`src/rtl/mesh_out_port_arbiter_pkg.sv`:
```
// Shared mesh types: port directions, output-buffer states, packet header layout
// and the dimension-order route function used by every router output port.
package mesh_pkg;
   typedef enum logic [2:0] {
      DIR_N     = 3'd0,
      DIR_S     = 3'd1,
      DIR_E     = 3'd2,
      DIR_W     = 3'd3,
      DIR_LOCAL = 3'd4
   } dir_e;

   typedef enum logic [1:0] {
      BUF_EMPTY = 2'd0,
      BUF_ONE   = 2'd1,
      BUF_FULL  = 2'd2
   } buf_state_e;

   // Offsets are relative to the header, i.e. the top HDR_W bits of a packet.
   localparam int NJ_W     = 8;
   localparam int COORD_W  = 4;
   localparam int HDR_W    = NJ_W + 2 * COORD_W + 1;
   localparam int NJ_LSB   = HDR_W - NJ_W;
   localparam int ROW_LSB  = NJ_LSB - COORD_W;
   localparam int COL_LSB  = ROW_LSB - COORD_W;
   localparam int MODE_BIT = 0;

   function automatic dir_e route_xy(input logic [HDR_W-1:0]   hdr,
                                     input logic [COORD_W-1:0] row_id,
                                     input logic [COORD_W-1:0] col_id,
                                     input logic [NJ_W-1:0]    bcast);
      logic [COORD_W-1:0] row;
      logic [COORD_W-1:0] col;
      dir_e               rdir;
      dir_e               cdir;
      row  = hdr[ROW_LSB +: COORD_W];
      col  = hdr[COL_LSB +: COORD_W];
      rdir = (row < row_id) ? DIR_N : DIR_S;
      cdir = (col < col_id) ? DIR_W : DIR_E;
      if (hdr[NJ_LSB +: NJ_W] == bcast) return DIR_LOCAL;
      if (row == row_id && col == col_id) return DIR_LOCAL;
      if (hdr[MODE_BIT]) return (col != col_id) ? cdir : rdir;
      return (row != row_id) ? rdir : cdir;
   endfunction
endpackage

```
`src/rtl/mesh_out_port_arbiter_if.sv`:
```
// Handshake bundle between an output-port arbiter, its input FIFO heads and the
// downstream consumer of the staged packets.
interface mesh_out_port_arbiter_if #(
   parameter int pckg_sz = 41,
   parameter int NUM_IN  = 5
) ();
   logic [NUM_IN-1:0]         pndng_i;
   logic [NUM_IN*pckg_sz-1:0] data_i;
   logic [NUM_IN-1:0]         pop_o;
   logic [pckg_sz-1:0]        data_out;
   logic                      pndng_o;
   logic                      popin;
   logic [15:0]               grant_cnt;

   modport master (output pndng_i, data_i, popin,
                   input  pop_o, data_out, pndng_o, grant_cnt);
   modport slave  (input  pndng_i, data_i, popin,
                   output pop_o, data_out, pndng_o, grant_cnt);
endinterface

```
`src/rtl/mesh_out_port_arbiter_rr_arbiter.sv`:
```
// Round-robin arbiter: grants the first requester at or after the pointer and
// moves the pointer just past each winner.
module rr_arbiter #(
   parameter  int N     = 5,
   localparam int IDX_W = (N > 1) ? $clog2(N) : 1
) (
   input  logic             clk,
   input  logic             reset,
   input  logic [N-1:0]     i_req,
   input  logic             i_enable,
   output logic [N-1:0]     o_gnt,
   output logic [IDX_W-1:0] o_gnt_idx
);
   logic [IDX_W-1:0] r_ptr;
   logic             w_found;

   always_comb begin
      o_gnt     = '0;
      o_gnt_idx = '0;
      w_found   = 1'b0;
      for (int k = 0; k < N; k++) begin
         if (!w_found && i_req[IDX_W'((int'(r_ptr) + k) % N)]) begin
            w_found   = 1'b1;
            o_gnt_idx = IDX_W'((int'(r_ptr) + k) % N);
         end
      end
      if (w_found && i_enable) o_gnt[o_gnt_idx] = 1'b1;
   end

   always_ff @(posedge clk or posedge reset) begin
      if (reset) begin
         r_ptr <= '0;
      end else if (|o_gnt) begin
         r_ptr <= (o_gnt_idx == IDX_W'(N - 1)) ? '0 : o_gnt_idx + IDX_W'(1);
      end
   end
endmodule

```
`src/rtl/mesh_out_port_arbiter.sv`:
```
// Output-port scheduler for one mesh router: routes each input FIFO head, grants one
// matching requester per cycle round-robin and stages winners in a 2-entry buffer.
module mesh_out_port_arbiter
   import mesh_pkg::*;
#(
   parameter int              pckg_sz = 41,
   parameter int              NUM_IN  = 5,
   parameter int              OUT_DIR = 0,
   parameter int              ROW_ID  = 1,
   parameter int              COL_ID  = 1,
   parameter logic [NJ_W-1:0] bdcst   = {8{1'b1}}
) (
   input  logic                   clk,
   input  logic                   reset,
   mesh_out_port_arbiter_if.slave bus
);
   localparam int IDX_W = (NUM_IN > 1) ? $clog2(NUM_IN) : 1;

   buf_state_e         r_state;
   buf_state_e         w_state_nxt;
   logic [pckg_sz-1:0] r_head;
   logic [pckg_sz-1:0] r_tail;
   logic [15:0]        r_gcnt;
   logic [NUM_IN-1:0]  w_req;
   logic [NUM_IN-1:0]  w_gnt;
   logic [IDX_W-1:0]   w_gnt_idx;
   logic [pckg_sz-1:0] w_din;
   logic               w_deq;
   logic               w_push;
   logic               w_accept;
   logic               w_ld_head;
   logic               w_shift;
   logic               w_ld_tail;

   // A packet never leaves through the port it came in on, except at the local port.
   for (genvar gi = 0; gi < NUM_IN; gi++) begin : g_req
      assign w_req[gi] = bus.pndng_i[gi]
                       && (int'(route_xy(bus.data_i[gi*pckg_sz + pckg_sz - 1 -: HDR_W],
                                         COORD_W'(ROW_ID), COORD_W'(COL_ID), bdcst)) == OUT_DIR)
                       && (gi != OUT_DIR || OUT_DIR == int'(DIR_LOCAL));
   end

   assign w_deq    = bus.popin && (r_state != BUF_EMPTY);
   assign w_accept = (r_state != BUF_FULL) || w_deq;

   rr_arbiter #(.N(NUM_IN)) u_rr (
      .clk       (clk),
      .reset     (reset),
      .i_req     (w_req),
      .i_enable  (w_accept),
      .o_gnt     (w_gnt),
      .o_gnt_idx (w_gnt_idx)
   );

   assign w_push        = |w_gnt;
   assign w_din         = bus.data_i[int'(w_gnt_idx)*pckg_sz +: pckg_sz];
   assign bus.pop_o     = w_gnt & {NUM_IN{~reset}};
   assign bus.data_out  = r_head;
   assign bus.pndng_o   = (r_state != BUF_EMPTY);
   assign bus.grant_cnt = r_gcnt;

   always_ff @(posedge clk or posedge reset) begin
      if (reset) r_state <= BUF_EMPTY;
      else       r_state <= w_state_nxt;
   end

   // Accept plus dequeue on one edge keeps occupancy; when full the tail moves up first.
   always_comb begin
      w_state_nxt = r_state;
      w_ld_head   = 1'b0;
      w_shift     = 1'b0;
      w_ld_tail   = 1'b0;
      case (r_state)
         BUF_EMPTY: begin
            if (w_push) begin
               w_ld_head   = 1'b1;
               w_state_nxt = BUF_ONE;
            end
         end
         BUF_ONE: begin
            if (w_push && !w_deq) begin
               w_ld_tail   = 1'b1;
               w_state_nxt = BUF_FULL;
            end else if (w_push) begin
               w_ld_head   = 1'b1;
            end else if (w_deq) begin
               w_state_nxt = BUF_EMPTY;
            end
         end
         BUF_FULL: begin
            if (w_deq) begin
               w_shift   = 1'b1;
               w_ld_tail = w_push;
               if (!w_push) w_state_nxt = BUF_ONE;
            end
         end
         default: w_state_nxt = BUF_EMPTY;
      endcase
   end

   always_ff @(posedge clk or posedge reset) begin
      if (reset) begin
         r_head <= '0;
         r_gcnt <= '0;
      end else begin
         if (w_shift)        r_head <= r_tail;
         else if (w_ld_head) r_head <= w_din;
         if (w_push)         r_gcnt <= r_gcnt + 16'd1;
      end
   end

   always_ff @(posedge clk) begin
      if (w_ld_tail) r_tail <= w_din;
   end
endmodule

```
`src/flat_wrapper.sv`:
```
// flat-port wrapper written by rule: the top's interface ports become plain ports
module mesh_out_port_arbiter_flat import mesh_pkg::*;
#(
   parameter int              pckg_sz = 41,
   parameter int              NUM_IN  = 5,
   parameter int              OUT_DIR = 0,
   parameter int              ROW_ID  = 1,
   parameter int              COL_ID  = 1,
   parameter logic [NJ_W-1:0] bdcst   = {8{1'b1}}
)
  (clk, reset, bus_pndng_i, bus_data_i, bus_popin, bus_pop_o, bus_data_out, bus_pndng_o, bus_grant_cnt);
  mesh_out_port_arbiter_if #(.pckg_sz(pckg_sz), .NUM_IN(NUM_IN)) bus_i ();
  input  logic clk;
  input  logic reset;
  input wire logic [$bits(bus_i.pndng_i)-1:0] bus_pndng_i;
  input wire logic [$bits(bus_i.data_i)-1:0] bus_data_i;
  input wire logic [$bits(bus_i.popin)-1:0] bus_popin;
  output wire logic [$bits(bus_i.pop_o)-1:0] bus_pop_o;
  output wire logic [$bits(bus_i.data_out)-1:0] bus_data_out;
  output wire logic [$bits(bus_i.pndng_o)-1:0] bus_pndng_o;
  output wire logic [$bits(bus_i.grant_cnt)-1:0] bus_grant_cnt;
  assign bus_i.pndng_i = bus_pndng_i;
  assign bus_i.data_i = bus_data_i;
  assign bus_i.popin = bus_popin;
  assign bus_pop_o = bus_i.pop_o;
  assign bus_data_out = bus_i.data_out;
  assign bus_pndng_o = bus_i.pndng_o;
  assign bus_grant_cnt = bus_i.grant_cnt;
  mesh_out_port_arbiter #(.pckg_sz(pckg_sz), .NUM_IN(NUM_IN), .OUT_DIR(OUT_DIR), .ROW_ID(ROW_ID), .COL_ID(COL_ID), .bdcst(bdcst)) u_core (.clk(clk), .reset(reset), .bus(bus_i));
endmodule
```
`config.mk`:
```
export PLATFORM = sky130hd
export DESIGN_NAME = mesh_out_port_arbiter_flat
export DESIGN_NICKNAME = d
export VERILOG_FILES = /design/src/rtl/mesh_out_port_arbiter_pkg.sv /design/src/rtl/mesh_out_port_arbiter_if.sv /design/src/rtl/mesh_out_port_arbiter_rr_arbiter.sv /design/src/rtl/mesh_out_port_arbiter.sv /design/src/flat_wrapper.sv
export SDC_FILE = /design/constraint.sdc
export NUM_CORES = 1
export LEC_CHECK = 0
export CAP_MARGIN = 25
export CORE_ASPECT_RATIO = 0.9
export CORE_MARGIN = 2
export CORE_UTILIZATION = 45
export DETAILED_ROUTE_END_ITERATION = 12
export PLACE_DENSITY = 0.79
export REMOVE_ABC_BUFFERS = 1
export SYNTH_ARGS = -nofsm -noshare
export SYNTH_HDL_FRONTEND = slang
export SYNTH_SLANG_ARGS = --single-unit
```
`constraint.sdc`:
```
create_clock -name clk -period 8.4 [get_ports clk]
set_input_delay 1.26 -clock clk [delete_from_list [all_inputs] [get_ports clk]]
set_output_delay 1.26 -clock clk [all_outputs]
set_load 0.005 [all_outputs]
```
==> results.json, run 1 <==
{
  "synth_top_cell_by_area": "dfrtp_1",
  "die_w_um": 138,
  "syn_avg_cell_area_um2": 10.4,
  "nets": 1176,
  "final_common_cell": "clkdlybuf4s50_1",
  "max_freq_mhz": 133,
  "holdBufCountCts": 0,
  "cts-htree-levels": 3,
  "viasPerCell": 5.64,
  "vias": 6454,
  "ys_warn_count": 0,
  "start_kind": "register",
  "async_reset_ff_frac": 0.602,
  "area_growth_syn_to_layout_pct": 42.7,
  "clk-insertion-delay-late_ns": 0.35,
  "drt_wl_total_mm": 22.4,
  "synth_edf_count": 41,
  "portBuffers": 273,
  "cts_buffers": 9,
  "layout_common_cells": "clkdlybuf4s50_1 (273), mux2i_1 (80), nand2_1 (64)",
  "end_kind": "output pin",
  "grt_pass1_wl_mm": 33.9,
  "wire_per_inst_um": 19.6,
  "maxCapViolCount": 0,
  "worst_slew_pin_slew_ns": 0.962,
  "critPathRequiredTime_ns": 7.14,
  "wl_met1_mm": 9.14,
  "post-cts-setup-buffer-count": 0,
  "nFillCells": 1286,
  "grt_pass1_vias": 6384,
  "drc": 0,
  "antenna_found_initial": 0,
  "post-route-min-period_ns": 7.49,
  "routed.top_layer": "met4",
  "gp_congestion": 0.898,
  "synth_cells": 693,
  "finalClockSkew_ns": 0.0116,
  "crit_arrival_ns": 6.23,
  "fp.coreArea_um2": 15500,
  "yosysUniqueCellTypes": 84,
  "synth_area_leaders": "dfrtp_1 (21%), edfxtp_1 (17%), mux2i_1 (11%), o22a_1 (4.7%), o21a_1 (4.7%)",
  "clock_sinks": 103,
  "start_util": 0.466,
  "multi_input_area_um2": 4100,
  "die_area_um2": 17100,
  "cts.clk_slew.worst_paths_ns": 0.08,
  "final_hold_viol_count": 0,
  "cts-root-buf": "clkbuf_16",
  "setup_tns_ns": 0,
  "n_antenna_cell": 0,
  "ios": 276,
  "grt_setup_unrepaired": "false",
  "worst-path-max-fanout": 33,
  "globalRoute.totalOverflow": 0,
  "drive_above_1_share": 0.0721,
  "ys.flop_type": "dfrtp_1",
  "met3_length_mm": 1.62,
  "worstSetupPathType": "register to output pin",
  "routed-wl-met2_mm": 11.0,
  "min_path_type": "register to register",
  "ant_nets": 0,
  "synth_top_area_frac": 0.214,
  "die_h_um": 124,
  "drtPass1Iterations": 4,
  "synth_area_um2": 7240,
  "clockBufferDepth": 2,
  "regArea_um2": 2780,
  "rows": 43,
  "place_hpwl_mm": 16.9,
  "ys_ff_latch": 103,
  "cts.repair.resized": 0,
  "finalSetupViolCount": 0,
  "cts_tree": "done",
  "drv_slew": 0,
  "finalCritPeriodShare": 0.892,
  "grt_max_degree": 65,
  "grt.total_usage": 0.255,
  "slew_headroom": 0.356,
  "status": "complete, no violations",
  "ys_seq_area_frac": 0.384,
  "first_iter_violations": 359
}
[layer usage]
metal	vias up	track usage
met5	-	0
met4	0	0.0855
met3	36	0.0521
met2	208	0.443
met1	3072	0.311
li1	3138	-
[synthesized netlist by cell type (2+ instances only)]
master and number:
dfrtp_1 62, buf_6 7, and3_1 8, nor3_1 3, ha_1 25, or3_1 3, and2_1 7, a21oi_2 3
a21o_1 10, a221oi_1 2, mux2i_1 80, edfxtp_1 41, o21bai_1 2, buf_4 5, inv_1 26, nor4_1 5
o211ai_1 6, o221ai_1 22, xor2_1 6, o21ai_1 4, a211oi_1 2, a211o_1 2, inv_2 2, o21a_1 45
clkbuf_1 20, o31ai_1 2, buf_8 2, o221ai_2 15, nand3_1 17, or4_1 2, nand2_1 65, or4b_1 2
o22ai_1 4, o22a_1 39, a31oi_1 3, mux2_2 4, xnor2_1 17, buf_2 11, nand4_1 12, nor2_1 18
nor2b_1 6, o21ai_0 15, a21oi_1 13, nand2b_1 8
[state kept, by name, indices dropped and copies added (netlist names)]
register,flops
u_core.r_tail,41
u_core.bus.data_out,41
u_core.bus.grant_cnt,16
u_core.u_rr.r_ptr,3
u_core.r_state,2
[worst max-delay path, cell delays in order, from the launching register on]
cell	delay, ns
dfrtp_1	0.53
inv_1	0.28
ha_1	0.43
inv_1	0.08
ha_1	0.36
inv_1	0.08
ha_1	0.19
or3_1	0.38
nand2_1	0.11
xnor2_1	0.24
ha_1	0.29
nand2b_1	0.08
nand3_2	0.10
a2bb2oi_4	0.21
mux2_2	0.39
o21bai_1	0.18
a32o_1	0.30
nand2b_1	0.13
a211oi_2	0.08
a21o_4	0.35
nor4_1	0.48
clkdlybuf4s50_1	0.59
[final timing paths]
path                                          startpoint                        to  slack (ns)  cells after the start
worst min-delay path            u_core.bus.grant_cnt[15]  u_core.bus.grant_cnt[15]        0.48                      1
max in group asynchronous                          reset   u_core.bus.data_out[37]        6.27                      3
worst max-delay path                u_core.u_rr.r_ptr[1]              bus_pop_o[1]        0.91                     21
worst max register to register      u_core.u_rr.r_ptr[1]    u_core.bus.data_out[1]        1.71                     21
min in group asynchronous                          reset   u_core.bus.data_out[26]        1.57                      3
worst min register to register  u_core.bus.grant_cnt[15]  u_core.bus.grant_cnt[15]        0.48                      1
[stage by stage]
stage	setup slack [ns]	hold WS, ns	utilization	instance area (um^2)	std cells
2_1_floorplan	0.506	0.465	-	6940	647
3_3_place_gp	1.40	0.459	0.645	10000	1129
3_5_place_dp	1.37	0.472	0.645	10000	1129
4_1_cts	0.941	0.482	0.665	10300	1145
5_1_grt	0.563	0.495	0.665	10300	1145
6_report	0.908	0.482	0.665	10300	1145
[area by class of cell]
class	count	area share
flip-flops and latches	103	0.269
inverters	28	0.0102
repair buffers	280	0.270
clock inverters	6	0.00727
multi-input cells	516	0.397
well taps	202	0.0245
clock buffers	10	0.0222
[cell families (layout without fill, tap and decap cells)]
family	Yosys count	count (layout)	share of synthesized area
AO/OA/AOI/OAI	211	211	0.244
multiplexers	84	84	0.117
buffers and inverters	74	324	0.0555
other	1	1	0.000518
XOR/XNOR	24	24	0.0316
flip-flops	103	103	0.384
adder cells (fa/ha/maj)	25	25	0.0432
AND/OR/NAND/NOR	171	171	0.123
Power of run 1 is left out: the tool's default activity adds up to more than one toggle a clock period on the data nets, which glitch-free logic cannot reach.
==> run 2: changes to the inputs <==
Settings changed: CTS_CLUSTER_DIAMETER from default to 30.
==> results of run 2 <==
No change in the layout: final DEF, timing and power equal those of run 1.
Power of run 2 is left out for the same reason.
